<file path="src/rtl/mem_arb_pkg.sv">
// Shared types and sizing helpers for the unified-memory port arbiter.
//   state_e : transaction FSM states (IDLE -> ACCESS -> RESP -> IDLE)
//   gnt_e   : which CPU port owns the current transaction
//   lat_cnt_width / starve_cnt_width : counter widths derived from parameters
package mem_arb_pkg;

  localparam logic [1:0] ST_IDLE   = 2'b00;
  localparam logic [1:0] ST_ACCESS = 2'b01;
  localparam logic [1:0] ST_RESP   = 2'b10;

  typedef enum logic [1:0] {
    IDLE   = ST_IDLE,
    ACCESS = ST_ACCESS,
    RESP   = ST_RESP
  } state_e;

  typedef enum logic {
    GNT_I = 1'b0,
    GNT_D = 1'b1
  } gnt_e;

  // Width of the latency down-counter, which holds MEM_LAT-1 .. 0.
  function automatic int lat_cnt_width(input int mem_lat);
    return (mem_lat < 1) ? 1 : $clog2(mem_lat + 1);
  endfunction

  // Width of the starvation counter; at least one bit even when disabled.
  function automatic int starve_cnt_width(input int limit);
    return (limit < 1) ? 1 : $clog2(limit + 1);
  endfunction

  localparam int LAT_W_DEFAULT = lat_cnt_width(2);

endpackage

</file>
<file path="src/rtl/mem_arb_grant.sv">
// Grant selection between the instruction and data ports.
// Data normally wins; after STARVE_LIMIT consecutive data grants taken while
// an instruction request was waiting, the instruction port is served once.
// Ports:
//   clk, rst_n : clock and asynchronous active-low reset
//   if_req     : instruction request pending
//   d_req      : data request pending
//   arb        : a grant is being taken this cycle (arbiter idle with a request)
//   gnt        : selected port
module mem_arb_grant
  import mem_arb_pkg::*;
#(
  parameter int STARVE_LIMIT = 4
) (
  input  logic clk,
  input  logic rst_n,
  input  logic if_req,
  input  logic d_req,
  input  logic arb,
  output gnt_e gnt
);

  localparam int              SC_W      = starve_cnt_width(STARVE_LIMIT);
  localparam logic [SC_W-1:0] SC_MAX    = SC_W'(STARVE_LIMIT);
  localparam logic [SC_W-1:0] SC_ZERO   = {SC_W{1'b0}};
  localparam logic [SC_W-1:0] SC_ONE    = SC_W'(1'b1);
  localparam logic            STARVE_EN = (STARVE_LIMIT != 0);

  logic [SC_W-1:0] starve_cnt_r;
  logic [SC_W-1:0] starve_cnt_nx_s;
  gnt_e            gnt_s;

  // Port selection: data first unless the instruction port has waited too long.
  always_comb begin
    gnt_s = GNT_D;
    if (d_req && if_req) begin
      if (STARVE_EN && (starve_cnt_r == SC_MAX)) begin
        gnt_s = GNT_I;
      end else begin
        gnt_s = GNT_D;
      end
    end else if (if_req) begin
      gnt_s = GNT_I;
    end else begin
      gnt_s = GNT_D;
    end
  end

  // Starvation count moves only when a grant is actually taken.
  always_comb begin
    starve_cnt_nx_s = starve_cnt_r;
    if (arb) begin
      if ((gnt_s == GNT_D) && if_req) begin
        if (starve_cnt_r < SC_MAX) begin
          starve_cnt_nx_s = starve_cnt_r + SC_ONE;
        end else begin
          starve_cnt_nx_s = starve_cnt_r;
        end
      end else begin
        starve_cnt_nx_s = SC_ZERO;
      end
    end else begin
      starve_cnt_nx_s = starve_cnt_r;
    end
  end

  // Starvation counter register.
  always_ff @(posedge clk or negedge rst_n) begin
    if (!rst_n) begin
      starve_cnt_r <= SC_ZERO;
    end else begin
      starve_cnt_r <= starve_cnt_nx_s;
    end
  end

  assign gnt = gnt_s;

endmodule

</file>
<file path="src/rtl/mem_port_arbiter.sv">
// Shares one single-port memory between the CPU instruction-fetch port and
// the CPU data port. One transaction at a time: IDLE arbitrates, ACCESS holds
// address/data on the memory for MEM_LAT cycles, RESP pulses ready for one
// cycle to the granted port. All outputs are registered; because the output
// registers reset asynchronously, mem_read/mem_write drop as soon as rst falls.
// Ports:
//   clk, rst                       : clock, asynchronous active-low reset
//   if_req/if_adr/if_rdata/if_ready: instruction read port
//   d_req/d_we/d_adr/d_wdata       : data request port
//   d_rdata/d_ready                : data read result / completion pulse
//   mem_adr/mem_wdata/mem_read/mem_write/mem_rdata : memory side
//   busy                           : transaction in flight
module mem_port_arbiter
  import mem_arb_pkg::*;
#(
  parameter int MEM_LAT      = 2,
  parameter int STARVE_LIMIT = 4,
  parameter int AW           = 32,
  parameter int DW           = 32
) (
  input  logic          clk,
  input  logic          rst,
  input  logic          if_req,
  input  logic [AW-1:0] if_adr,
  output logic [DW-1:0] if_rdata,
  output logic          if_ready,
  input  logic          d_req,
  input  logic          d_we,
  input  logic [AW-1:0] d_adr,
  input  logic [DW-1:0] d_wdata,
  output logic [DW-1:0] d_rdata,
  output logic          d_ready,
  output logic [AW-1:0] mem_adr,
  output logic [DW-1:0] mem_wdata,
  output logic          mem_read,
  output logic          mem_write,
  input  logic [DW-1:0] mem_rdata,
  output logic          busy
);

  localparam int               LAT_W    = lat_cnt_width(MEM_LAT);
  localparam logic [LAT_W-1:0] LAT_INIT = LAT_W'(MEM_LAT - 1);
  localparam logic [LAT_W-1:0] LAT_ZERO = {LAT_W{1'b0}};
  localparam logic [LAT_W-1:0] LAT_ONE  = LAT_W'(1'b1);

  state_e           state_r,   state_nx_s;
  gnt_e             gnt_r,     gnt_nx_s;
  gnt_e             gnt_sel_s;
  logic             we_r,      we_nx_s;
  logic [AW-1:0]    adr_r,     adr_nx_s;
  logic [DW-1:0]    wdata_r,   wdata_nx_s;
  logic [LAT_W-1:0] lat_cnt_r, lat_cnt_nx_s;
  logic             arb_s;
  logic             capture_s;
  logic             access_nx_s;

  logic [AW-1:0]    mem_adr_r;
  logic [DW-1:0]    mem_wdata_r;
  logic             mem_read_r;
  logic             mem_write_r;
  logic             if_ready_r;
  logic             d_ready_r;
  logic [DW-1:0]    if_rdata_r;
  logic [DW-1:0]    d_rdata_r;
  logic             busy_r;

  assign arb_s       = (state_r == IDLE) && (if_req || d_req);
  assign capture_s   = (state_r == ACCESS) && (lat_cnt_r == LAT_ZERO);
  assign access_nx_s = (state_nx_s == ACCESS);

  mem_arb_grant #(
    .STARVE_LIMIT(STARVE_LIMIT)
  ) u_grant (
    .clk   (clk),
    .rst_n (rst),
    .if_req(if_req),
    .d_req (d_req),
    .arb   (arb_s),
    .gnt   (gnt_sel_s)
  );

  // Next-state, request latches and latency counter.
  always_comb begin
    state_nx_s   = state_r;
    gnt_nx_s     = gnt_r;
    we_nx_s      = we_r;
    adr_nx_s     = adr_r;
    wdata_nx_s   = wdata_r;
    lat_cnt_nx_s = lat_cnt_r;
    case (state_r)
      IDLE: begin
        if (arb_s) begin
          state_nx_s   = ACCESS;
          gnt_nx_s     = gnt_sel_s;
          lat_cnt_nx_s = LAT_INIT;
          wdata_nx_s   = d_wdata;
          if (gnt_sel_s == GNT_D) begin
            adr_nx_s = d_adr;
            we_nx_s  = d_we;
          end else begin
            adr_nx_s = if_adr;
            we_nx_s  = 1'b0;
          end
        end else begin
          state_nx_s = IDLE;
        end
      end
      ACCESS: begin
        if (lat_cnt_r == LAT_ZERO) begin
          state_nx_s = RESP;
        end else begin
          lat_cnt_nx_s = lat_cnt_r - LAT_ONE;
        end
      end
      RESP: begin
        state_nx_s = IDLE;
      end
      default: begin
        state_nx_s = IDLE;
      end
    endcase
  end

  // FSM state and transaction latches.
  always_ff @(posedge clk or negedge rst) begin
    if (!rst) begin
      state_r   <= IDLE;
      gnt_r     <= GNT_D;
      we_r      <= 1'b0;
      adr_r     <= {AW{1'b0}};
      wdata_r   <= {DW{1'b0}};
      lat_cnt_r <= LAT_ZERO;
    end else begin
      state_r   <= state_nx_s;
      gnt_r     <= gnt_nx_s;
      we_r      <= we_nx_s;
      adr_r     <= adr_nx_s;
      wdata_r   <= wdata_nx_s;
      lat_cnt_r <= lat_cnt_nx_s;
    end
  end

  // Output registers decoded from the next state so they line up with it.
  // The write strobe lands only in the last access cycle (next lat_cnt == 0).
  always_ff @(posedge clk or negedge rst) begin
    if (!rst) begin
      mem_adr_r   <= {AW{1'b0}};
      mem_wdata_r <= {DW{1'b0}};
      mem_read_r  <= 1'b0;
      mem_write_r <= 1'b0;
      if_ready_r  <= 1'b0;
      d_ready_r   <= 1'b0;
      busy_r      <= 1'b0;
    end else begin
      mem_adr_r   <= access_nx_s ? adr_nx_s : {AW{1'b0}};
      mem_wdata_r <= access_nx_s ? wdata_nx_s : {DW{1'b0}};
      mem_read_r  <= access_nx_s && !we_nx_s;
      mem_write_r <= access_nx_s && we_nx_s && (lat_cnt_nx_s == LAT_ZERO);
      if_ready_r  <= (state_nx_s == RESP) && (gnt_nx_s == GNT_I);
      d_ready_r   <= (state_nx_s == RESP) && (gnt_nx_s == GNT_D);
      busy_r      <= (state_nx_s != IDLE);
    end
  end

  // Read-data capture at the end of the last access cycle; held otherwise.
  always_ff @(posedge clk or negedge rst) begin
    if (!rst) begin
      if_rdata_r <= {DW{1'b0}};
      d_rdata_r  <= {DW{1'b0}};
    end else if (capture_s && !we_r) begin
      if (gnt_r == GNT_I) begin
        if_rdata_r <= mem_rdata;
      end else begin
        d_rdata_r <= mem_rdata;
      end
    end
  end

  assign mem_adr   = mem_adr_r;
  assign mem_wdata = mem_wdata_r;
  assign mem_read  = mem_read_r;
  assign mem_write = mem_write_r;
  assign if_ready  = if_ready_r;
  assign d_ready   = d_ready_r;
  assign if_rdata  = if_rdata_r;
  assign d_rdata   = d_rdata_r;
  assign busy      = busy_r;

endmodule

</file>
<file path="config.mk">
export PLATFORM = sky130hd
export DESIGN_NAME = mem_port_arbiter
export DESIGN_NICKNAME = d
export VERILOG_FILES = /design/src/rtl/mem_arb_pkg.sv /design/src/rtl/mem_arb_grant.sv /design/src/rtl/mem_port_arbiter.sv
export SDC_FILE = /design/constraint.sdc
export NUM_CORES = 1
export LEC_CHECK = 0
export CAP_MARGIN = 20
export CORE_UTILIZATION = 51
export CTS_BUF_LIST = sky130_fd_sc_hd__clkbuf_8
export CTS_CLUSTER_SIZE = 8
export DETAILED_ROUTE_END_ITERATION = 10
export GPL_TIMING_DRIVEN = 0
export PLACE_DENSITY = 0.88
export RECOVER_POWER = 50
export SLEW_MARGIN = 30
export SYNTH_ARGS = -nofsm -noshare
export SYNTH_HDL_FRONTEND = slang
export SYNTH_SLANG_ARGS = --single-unit
</file>
<file path="constraint.sdc">
create_clock -name clk -period 4 [get_ports clk]
set_clock_uncertainty 0.2 [all_clocks]
set_input_delay 0.6 -clock clk [delete_from_list [all_inputs] [get_ports clk]]
set_output_delay 0.6 -clock clk [all_outputs]
set_load 0.02 [all_outputs]
</file>
**Yosys cells after proc, flatten, opt, wreduce, memory -nomap -nowiden**

Cells that the tools add are included.

- Register bits: 206
- Latch bits: 0
- Bits in writable memories: 0
- Bits in read-only memories: 0
- Bits of input ports: 133
- Output and inout bits: 133
- Logic and storage cells: 69
- Memories: 0

- Add/sub/neg operators: 2
- Multiply operators: 0
- Divide/modulo/power cells: 0
- Magnitude comparators: 1
- Equal/unequal tests: 5
- Shift operators: 0
- Muxes and demuxes: 23
- Bitwise logic cells: 2
- Reduce and logical (&&, ||, !) cells: 20

Operators with widths:

| operator | number |
|---|---|
| 32-bit two-way mux | 7 |
| 1-bit logical AND | 10 |
| 1-bit two-way mux | 9 |
| 2-bit one-hot mux with 2 select lines | 2 |
| 2-bit zero test | 3 |
| 2-bit two-way mux | 3 |
| 3-bit two-way mux | 2 |
| 2-bit AND reduction | 3 |
| 2-bit by 1-bit == test with 1-bit output, second input constant | 2 |
| 3-bit by 1-bit adder with 3-bit output, second input constant | 1 |
| 3-bit == test, second input constant | 1 |
| 3-bit < comparator, second input constant | 1 |
| 2-bit == test, second input constant | 1 |
| 1-bit zero test | 2 |
| 2-bit inequality test, second input constant | 1 |
| 1-bit inverter | 2 |
| 2-bit nonzero test | 1 |
| 2-bit by 1-bit subtractor with 2-bit output, second input constant | 1 |
| 1-bit logical OR | 1 |

**Logic depth before layout (Yosys ltp)**

- Depth after elaboration: 8
- Mapped depth: 7

**Cells and area by module**

From an unflattened synthesis, not the netlist that was laid out.

- Cells, all modules: 652
- Area total of the unflattened synthesis: 7,982.7 um^2

By module, submodules not included:

| module | times used | cells an instance | area each (um^2) | sequential area each (um^2) |
|---|---|---|---|---|
| mem_port_arbiter | 1 | 634 | 7,798.7 | 5,081.1 |
| mem_arb_grant | 1 | 18 | 183.9 | 75.1 |

**Least setup slack after synthesis**

Ideal clock, no wire load.

- Path kind: input-to-reg
- Start point: in if_req
- End point: reg lat_cnt_r[0]
- Setup time: 0.131 ns
- Arrival time: 1.647 ns
- Data required time: 3.669 ns
- Setup slack: 2.022 ns
- Cell stages on the path: 6
- Cells stage by stage: buf_2 > or2_2 > buf_2 > clkbuf_1 > a221oi_1 > a21oi_1

- Word-level cells in the longest chain between the ends: 4

Ends and longest elaborated chain:

| item | RTL line | text |
|---|---|---|
| start, declared | mem_port_arbiter.sv:23 | `input logic if_req,` |
| 1-bit logical OR | mem_port_arbiter.sv:67 | `assign arb_s = (state_r == IDLE) && (if_req \|\| d_req);` |
| 1-bit logical AND | mem_port_arbiter.sv:67 |  |
| 2-bit two-way mux | mem_port_arbiter.sv:92 | `if (arb_s) begin` |
| 2-bit one-hot mux with 2 select lines | mem_port_arbiter.sv:90 | `case (state_r)` |
| via lat_cnt_nx_s[0] | mem_port_arbiter.sv:52 | `logic [LAT_W-1:0] lat_cnt_r, lat_cnt_nx_s;` |
| end signal, assigned | mem_port_arbiter.sv:139 | `lat_cnt_r <= lat_cnt_nx_s;` |
| end, declared | mem_port_arbiter.sv:52 |  |

The timed path passes the listed nets, and every way through them passes these cells.
A chain may end at the register's enable or synchronous reset.

**Worst setup path in the final report**

- Start point: in if_req
- End point: reg mem_read_r (netlist: mem_read)

- Word-level cells in the longest chain between the ends: 7
- Elaborated cells on any way between the ends: 13
- Those cells by class: 1 x eq/ne; 7 x mux; 5 x reduce/logical

Ends and longest elaborated chain:

| item | RTL line | text |
|---|---|---|
| 1-bit two-way mux / 1-bit logical AND (equally long branches) | mem_arb_grant.sv:42, mem_arb_grant.sv:36 |  |
| 1-bit two-way mux | mem_arb_grant.sv:36 | `if (d_req && if_req) begin` |
| 1-bit two-way mux | mem_port_arbiter.sv:97 | `if (gnt_sel_s == GNT_D) begin` |
| 1-bit two-way mux | mem_port_arbiter.sv:92 |  |
| 1-bit two-way mux | mem_port_arbiter.sv:90 |  |
| 1-bit zero test | mem_port_arbiter.sv:157 | `mem_read_r <= access_nx_s && !we_nx_s;` |
| 1-bit logical AND * | mem_port_arbiter.sv:157 |  |
| end signal, assigned | mem_port_arbiter.sv:157 |  |
| end, declared | mem_port_arbiter.sv:59 | `logic mem_read_r;` |

Mark *: on every way between the ends. The rest lies on a longest branch, timed or not.

==> metrics.cfg <==
[sta]
fin_crit_sh = 0.754
slew_headroom = -0.0303
hold_viol_final = 0
fin_crit_ps = 3010
drv_slew = 62
rsz0062_at_grt = false
hold_slack_ps = 299
finalSetupViolations = 0
tightest_slew_ps = 1550
timing.fmax_mhz = 332

[synth]
synth_top_area_share = 0.640
netlist_instances = 662
synth_compound_area_frac = 0.155
ys_types = 36
synth_edf_count = 0
muxShareOfSynthArea = 0.0913
syn_nets = 797
synth-simple-area-share = 0.0724
synth_area_um2 = 8020
yosysWarnings = 0
yosysTopAreaCell = dfrtp_1
seq_area_frac_synth = 0.643
synth_top_family_by_area = compound AO/OA/AOI/OAI gates
synth_seq_cells = 206
ys_top_cells_by_count = 205 x dfrtp_1, 69 x a21oi_1, 65 x mux2_2, 65 x nand3_1, 65 x o21ai_0
syn_area_per_cell_um2 = 12.1
synthFlopType = dfrtp_1
async_flop_share = 1.00
synth_area_leaders = dfrtp_1 64%, mux2_2 9.1%, a21oi_1 4.3%
synthAdderAreaFrac = 0.00312
yosysMostFrequentCell = dfrtp_1
synth-xor-area-share = 0

[floorplanning]
rows = 45
fp.coreArea_um2 = 15300
dieWidth_um = 127
start_util = 0.525
pin_count = 266
dieArea_um2 = 16200
die_h_um = 127

[placement]
post-dp-hpwl_um = 15700
port_buffers = 265
place.gp.congestion = 0.829
dp.cells = 1140

[route]
vias = 6784
drc = 0
viasPerCell = 5.66
dr.pass1.iters = 5
ant_nets = 0
drtIter0Drc = 443
finalWirelength_um = 22400
wl_per_cell_um = 18.7

[pwr]
p_int_w = 0.00588
seqPwrFrac = 0.363
vdd_drop_max_mv = 0.389
clockPowerShare = 0.180
leakagePower_nw = 4.94
power.share.switching = 0.373
p_sw_w = 0.00349
power.density_nw_per_um2 = 809
comb_power_share = 0.457

[cells_and_area]
num-fill-cells = 982
instances_no_fill = 1198
fin_nets = 1101
area_growth_pct = 44.4
drive_gt1_frac = 0.126

[run_status]
run_status = complete, but fails checks
violations = capacitance limit, slew limit

[min_path]
hp-class = flip-flop to flip-flop

[cts]
clockBufferDepth = 3
h-tree-depth = 2
cts_buffers = 34
cts.sinks = 206
cts_root_buf = clkbuf_8
clkTransAtPathRegs_ps = 60
postCtsSetupBuffers = 0
clock_latency_ps = 500
cts_tree = yes

[critical_path]
critPathCaptureType = flip-flop
crit_path_max_fanout = 10
critPathKind = primary input to flip-flop
cp.arrival_ps = 3160
critPathRequiredTime_ps = 4150
start_kind = primary input

[flow_run]
drv_cap = 1

[global_route]
grt_pass1_vias = 6875
overflow = 0
grt_pass1_wl_um = 35200
antenna_found_initial = 1
grt_max_degree = 79
grt.total_usage = 0.282

==> state kept, by name, summed over array words and instances, names as in the netlist <==
register	cells
mem_read	1
if_ready	1
d_ready	1
lat_cnt_r	2
we_r	1
mem_wdata	32
wdata_r	32
mem_adr	32
gnt_r	1
mem_write	1
adr_r	32
state_r	2
u_grant.starve_cnt_r	3
busy	1
d_rdata	32
if_rdata	32
==> logic make-up (layout without fill, tap and decap cells) <==
| kind of cell | count (synthesis) | in the layout |
|---|---|---|
| fa+ha+maj | 2 | 2 |
| flops | 206 | 206 |
| compound gates | 209 | 209 |
| buf+inv | 64 | 388 |
| mux | 65 | 65 |
| simple gates | 116 | 116 |
| other cells | 0 | 1 |
==> cell usage in the layout, fill, tap and decap left out, drive strengths merged <==
| cell type | synthesis | final |
|---|---|---|
| a21boi | 1 | 1 |
| and4b | 1 | 1 |
| o2111ai | 1 | 1 |
| clkdlybuf4s50 | 0 | 249 |
| a21bo | 1 | 1 |
| nor3b | 2 | 2 |
| dlygate4sd3 | 0 | 16 |
| o21ai | 65 | 65 |
| a211o | 2 | 2 |
| dfstp | 1 | 1 |
| nor2b | 1 | 1 |
| clkinv | 0 | 2 |
| clkbuf | 37 | 82 |
| buf | 21 | 16 |
| mux2 | 65 | 65 |
| nand3 | 65 | 65 |
| clkinvlp | 0 | 1 |
| nor3 | 1 | 1 |
| a311oi | 32 | 32 |
| a21oi | 69 | 69 |
| a22o | 1 | 1 |
| nor4b | 2 | 2 |
| a31oi | 34 | 34 |
| nand2 | 36 | 36 |
| a221oi | 1 | 1 |
| nor2 | 5 | 5 |
| nor4 | 1 | 1 |
| bufinv | 0 | 1 |
| or2 | 2 | 2 |
| o211ai | 1 | 1 |
| dfrtp | 205 | 205 |
| diode | 0 | 1 |
| o311a | 1 | 1 |
| ha | 2 | 2 |
| inv | 6 | 21 |
==> timing repair <==
action | 4_1_cts | 5_1_grt
hold buffers | 1 | 0
gates resized for setup | 0 | 0
hold endpoints to repair | 61 | 0
==> metrics by stage <==
stage | utilization | setup WS, ps | setup TNS, ps | power, W | instance area, µm²
6_report | 0.759 | 985 | 0 | 0.00937 | 11600
5_1_grt | 0.759 | 792 | 0 | 0.00989 | 11600
4_1_cts | 0.761 | 1350 | 0 | 0.00945 | 11600
3_5_place_dp | 0.721 | 820 | 0 | 0.00773 | 11000
3_3_place_gp | 0.717 | -6200 | -1270510 | 0.00758 | 10900
2_1_floorplan | - | 2020 | 0 | 0.00576 | 8020
==> routing by layer <==
metal	track usage	vias up	wire [µm]
met5	0	-	0
met1	0.336	3309	8430
met4	0.127	0	770
li1	-	3048	-
met2	0.480	364	11100
met3	0.0750	63	2100
==> worst max-delay path, stage by stage <==
cell and delay (ps):
dlygate4sd3_1 570, clkbuf_1 390, or2_2 190, clkbuf_1 460, clkbuf_1 430, o2111ai_1 300, nor3b_1 220
==> power by group through the flow <==
stage | combinational (W) | clock, W | sequential (W)
floorplan | 0.00164 | 0 | 0.00413
global placement | 0.00418 | 0 | 0.00341
detailed placement | 0.00429 | 0 | 0.00344
CTS | 0.00431 | 0.00172 | 0.00342
global route | 0.00458 | 0.00181 | 0.00350
finish | 0.00428 | 0.00168 | 0.00341
==> final cells by class <==
| class | count | area [µm²] | area share |
|---|---|---|---|
| Antenna cell | 1 | 2.50 | 0.000216 |
| Buffer | 58 | 250 | 0.0216 |
| Clock buffer | 37 | 509 | 0.0440 |
| Clock inverter | 19 | 104 | 0.00897 |
| Inverter | 6 | 22.5 | 0.00195 |
| Multi-Input combinational cell | 392 | 2550 | 0.221 |
| Sequential cell | 206 | 5160 | 0.445 |
| Tap cell | 211 | 264 | 0.0228 |
| Timing Repair Buffer | 268 | 2710 | 0.234 |
==> final timing paths <==
check	start	end	slack (ps)	cells past startpoint
setup reg to reg	state_r[1]	if_rdata[15]	1120	5
hold / removal	if_rdata[19]	if_rdata[19]	300	1
hold reg to reg	if_rdata[19]	if_rdata[19]	300	1
min in group asynchronous	rst	d_rdata[9]	840	2
setup / recovery	if_req	mem_read	990	7
max in group asynchronous	rst	adr_r[5]	1380	4
Note: power is estimated with default switching activity, not from simulation.
==> RTL edit 1: new RTL, same flow settings <==
`AW`: 32 -> 16.
--- a/src/rtl/mem_port_arbiter.sv
+++ b/src/rtl/mem_port_arbiter.sv
@@ -17,3 +17,3 @@
   parameter int STARVE_LIMIT = 4,
-  parameter int AW           = 32,
+  parameter int AW           = 16,
   parameter int DW           = 32
Interface: changed (resized d_adr, if_adr and mem_adr); port bits go from 266 to 218. No check against the original RTL was run, so the function may have changed too.
==> RTL edit 1 against the original RTL <==
  * The run still ends with capacitance limit, slew limit left
  * Final area is 19% lower
  * Critical path depth shrank 4
  * Sequential cell count is 32 lower
  * Non-clock buffer count down 68
  * Global-route usage down 1.5 points
  * Final cell count down 20%
  * Routed wire length down 21%
  * Sequential power down 14%
  * Power fell by 18%
  * Synthesized area fell by 16%
  * Worst setup slack improved by 0.23 ns
  * Critical path type is now primary input to async pin
==> RTL edit 1: results (changes against the original RTL) <==
The worst slew slack as a fraction of its limit was -41.9% (-39 points); the sum of net half-perimeters after detailed placement was 12.8 mm (-19%). The max-cap check violation count is 1 (unchanged). The tools report the capture point of the critical path as gnt_r. The run gives 52.9% (+0.37 points) as the initial core utilization. The synthesized-area fraction occupied by adder cells was 0.370% (+0.058 points); the sum of met2 wire segment lengths after detailed routing was 8.89 mm (-20%). The distinct cell type count of the synthesized netlist is 39 (+8.3%), and the number of diodes is 0 (-1).

Mux cell area share after synthesis: 12.5% (+3.4 points). The clock-pin slew of the registers on the worst-case setup and hold paths works out to 0.08 ns (+0.02 ns). The capture instance of the worst register-to-register path was if_rdata[23].

The flow ran to the end, but the final reports show violations. The post-detailed-placement cell area is 9180 µm² (-17%), and the aggregate routed wire length is 17.7 mm (-21%). The worst supply voltage drop on vdd was 0.000417 V (+7.2%); the length in cells of the worst reg-to-reg path was 4 (-1). The via count came out at 5236 (-23%). The DRC marker count from the first detailed-route iteration is 474 (+7.0%), and the largest driver fanout on the critical path is 89 (+79).

The tools report the post-route worst hold slack as 0.298 ns (-0.00102 ns). Master of the slowest instance on the critical path: clkbuf_2. The number of max-slew violations in the final report came out at 86 (+39%).

The clock buffer count from CTS was 17 (-50%). The worst setup slack for register-to-register paths was 1.41 ns (+0.29 ns). The final reports fail on capacitance limit, slew limit. Synthesized instance count: 531 (-20%).

The largest net degree at the start of global routing is 90 (+14%), and the delay of the slowest cell on the worst path is 1.52 ns (+0.95 ns).
==> RTL edit 1: cell count changes after synthesis, sizes merged, moves of 13 or more <==
| cell | unedited run | this run |
|---|---|---|
| a31oi | 34 | 17 |
| a21oi | 69 | 52 |
| dfrtp | 205 | 173 |
| buf | 21 | 8 |
| o21ai | 65 | 49 |
| a311oi | 32 | 16 |
| nand3 | 65 | 50 |
==> RTL edit 1: power by group through the flow <==
stage / clock network, W / logic (W) / registers (W)
6_report: 0.00111 / 0.00369 / 0.00292
5_1_grt: 0.00120 / 0.00397 / 0.00301
4_1_cts: 0.00113 / 0.00392 / 0.00294
3_5_place_dp: 0 / 0.00390 / 0.00296
3_3_place_gp: 0 / 0.00376 / 0.00291
2_1_floorplan: 0 / 0.00157 / 0.00355
==> RTL edit 1: final cells by class <==
cell class                 instances  area (µm²)
clock buffer                      20         275
inverter                           8        30.0
tap                              172         215
timing repair buffer             219        2200
multi-input combinational        310        2060
buffer                            39         158
sequential                       174        4360
clock inverter                    11        77.6
fill                             842        3390
==> RTL edit 2: new RTL, same flow settings <==
Made on the original files. Reset style: synchronous (`rst` and `rst_n`), changed in 4 clocked blocks. Comments in the files are not updated.
--- a/src/rtl/mem_arb_grant.sv
+++ b/src/rtl/mem_arb_grant.sv
@@ -67,3 +67,3 @@
   // Starvation counter register.
-  always_ff @(posedge clk or negedge rst_n) begin
+  always_ff @(posedge clk) begin
     if (!rst_n) begin
--- a/src/rtl/mem_port_arbiter.sv
+++ b/src/rtl/mem_port_arbiter.sv
@@ -124,3 +124,3 @@
   // FSM state and transaction latches.
-  always_ff @(posedge clk or negedge rst) begin
+  always_ff @(posedge clk) begin
     if (!rst) begin
@@ -144,3 +144,3 @@
   // The write strobe lands only in the last access cycle (next lat_cnt == 0).
-  always_ff @(posedge clk or negedge rst) begin
+  always_ff @(posedge clk) begin
     if (!rst) begin
@@ -165,3 +165,3 @@
   // Read-data capture at the end of the last access cycle; held otherwise.
-  always_ff @(posedge clk or negedge rst) begin
+  always_ff @(posedge clk) begin
     if (!rst) begin
Formal check against the unedited RTL: differs if rst is asserted again (counterexample within 4 cycles, from zero or initial values and one cycle with rst low); with rst held inactive, the same outputs for 10 cycles.
==> RTL edit 2 against the original RTL <==
  * Synthesized area down 11%
  * Global-route usage up 0.12 points
  * Highest routed layer unchanged
  * Routed wire length down 8.9%
  * Synthesized cell count up 10%
  * Worst setup slack better by 0.17 ns
  * Final area down 8.2%
  * Sequential cell count unchanged
Power is not compared: it rests on default switching activity, and its combinational part moved more than twofold at a synthesized area within 25%.
==> RTL edit 2: results (changes against the original RTL) <==
The tools report the number of global-route vias before repair as 6616 (-3.8%). For the worst slew slack as a fraction of its limit, the log shows 56.9% (+60 points). The run gives 20.5 mm (-8.9%) as the aggregate routed wire length. The capture instance of the worst register-to-register path is mem_wdata[26]. The run gives 0 (-1) as the number of antenna violations at the first check in global routing. The run gives 1165 (+5.8%) as the number of nets in the final layout. The number of DRC violations after detailed routing was 0 (unchanged). The clock-pin slew of the registers on the worst-case setup and hold paths was 0.06 ns (about the same). The number of vias per cell after detailed routing was 5.26 (-7.2%).

The run gives 0 (-1) as the number of diodes. The analysis attributes to cell leakage a power of 4.47 nW. Post-synth net total: 864 (+8.4%). For the share of synthesized area occupied by flip-flops and latches, the log shows 57.6% (-6.7 points). After synthesis, the most frequently instantiated cells are dfxtp_1 (206), nand2_1 (166), nor2_1 (76). Startpoint of the worst register-to-register path: state_r[0]. The buffer levels on the longest clock path was 3 (unchanged). The global placement routability congestion is 0.866 (+4.4%). The run finished with clean final reports.

The analysis attributes to net switching a power of 0.00141 W. Detailed-routing iteration count for the pre-antenna-repair pass: 5 (unchanged). By area the synthesized netlist is led by dfxtp_1 (58%), mux2i_1 (9.1%), nand2_1 (8.7%). The startpoint of the most critical setup path is if_req. The logs give 35 (+2.9%) for the clock buffer count from CTS and 0 (unchanged) for the quantity of gates resized following cts. The tools report the DRC marker count from the first detailed-route iteration as 303 (-32%). The ratio of cells with drive above 1 in the final layout was 8.26% (-4.3 points). The quantity of I/O buffers inserted on ports was 264 (-0.38%); the xor/xnor share of the synthesized area was 0% (unchanged). The worst setup slack for register-to-register paths came out at 1.43 ns (+0.31 ns). Capture point of the critical path: mem_wdata[8].

Synthesized instance count: 729 (+10%). The tools report the worst supply voltage drop on vdd as 0.000361 V. The mux cell area share after synthesis came out at 9.09% (-0.038 points).

For the first-pass GRT wire length, the log shows 32.4 mm (-7.8%). The via count is 6459 (-4.8%), and the maximum level of the CTS H-tree is 2 (unchanged). The length in cells of the worst reg-to-reg path was 6 (+1); the fraction of the mapped netlist area in compound gates was 12.9% (-2.6 points). The sum of net half-perimeters after detailed placement was 14.7 mm (-6.5%).

The synthesized-area fraction occupied by adder cells works out to 0.350% (+0.038 points). The run gives 3.00 ns (-0.16 ns) as the critical path data arrival time. The logs give 11 (-86%) for the largest net degree at the start of global routing and 28.3% (+0.12 points) for the global-route usage over all layers. Fraction of synthesis flops using an asynchronous set or reset pin: 0% (-100 points).
## RTL edit 2: changes by cell type in the layout (fill, tap and decap cells not counted), sizes merged, moves of 31 or more
cell    unedited run  this run
a211oi             0        34
a21oi             69        34
a311oi            32         0
a31oi             34         1
dfrtp            205         0
dfxtp              0       206
mux2              65         0
mux2i              0        65
nand2             36       166
nand3             65         3
nor2               5        76
nor3               1        35
o21ai             65         2
o221ai             0        31
## RTL edit 2: logic make-up (layout without fill, tap and decap cells)
| logic type | after synthesis | count (layout) |
|---|---|---|
| flops | 206 | 206 |
| fa+ha+maj | 2 | 2 |
| simple gates | 288 | 288 |
| mux | 65 | 65 |
| compound gates | 110 | 110 |
| buf+inv | 58 | 382 |
## RTL edit 2: layout make-up
cell class,count,area [µm²]
Sequential cell,206,4120
Fill cell,921,2830
Multi-Input combinational cell,465,2720
Timing Repair Buffer,264,2640
Clock buffer,44,606
Buffer,52,228
Tap cell,176,220
Clock inverter,16,62.6
Inverter,6,22.5
## RTL edit 2: worst min path at each step
stage | end | startpoint | cells after the start | slack, ns
2_1_floorplan | wdata_r[0] | wdata_r[0] | 2 | 0.24
3_3_place_gp | if_rdata[9] | if_rdata[9] | 2 | 0.24
3_5_place_dp | d_rdata[22] | d_rdata[22] | 2 | 0.25
4_1_cts | d_rdata[22] | d_rdata[22] | 2 | 0.26
5_1_grt | d_rdata[22] | d_rdata[22] | 2 | 0.28
6_report | d_rdata[24] | d_rdata[24] | 2 | 0.26
## RTL edit 2: metrics by stage
step	area [µm²]	setup slack [ns]	power [W]
final	10600	1.16	0.00508
after global routing	10600	0.988	0.00529
after CTS	10700	1.67	0.00513
after detailed placement	10000	1.23	0.00336
after global placement	10000	1.22	0.00333
after floorplan	7160	2.18	0.00288
## RTL edit 2: critical path: stages
cell and delay (ns):
dlygate4sd3_1 0.62, or2_2 0.33, nor2_1 0.10, a211o_1 0.17, clkbuf_1 0.50, clkbuf_1 0.57
a211oi_1 0.11
## RTL edit 2: power by group through the flow
stage / logic [W] / registers [W] / clock network [W]
finish: 0.000993 / 0.00231 / 0.00178
global route: 0.00107 / 0.00232 / 0.00190
CTS: 0.00102 / 0.00231 / 0.00181
detailed placement: 0.00101 / 0.00235 / 0
global placement: 0.000993 / 0.00234 / 0
floorplan: 0.000407 / 0.00247 / 0
## RTL edit 2: routing by layer
metal / vias to the layer above / wire length, µm / global-route usage, %
met5: - / 0 / 0
met4: 0 / 907 / 15.7
met3: 59 / 1550 / 7.78
met2: 261 / 10000 / 48.5
met1: 3032 / 7980 / 31.7
li1: 3107 / - / -
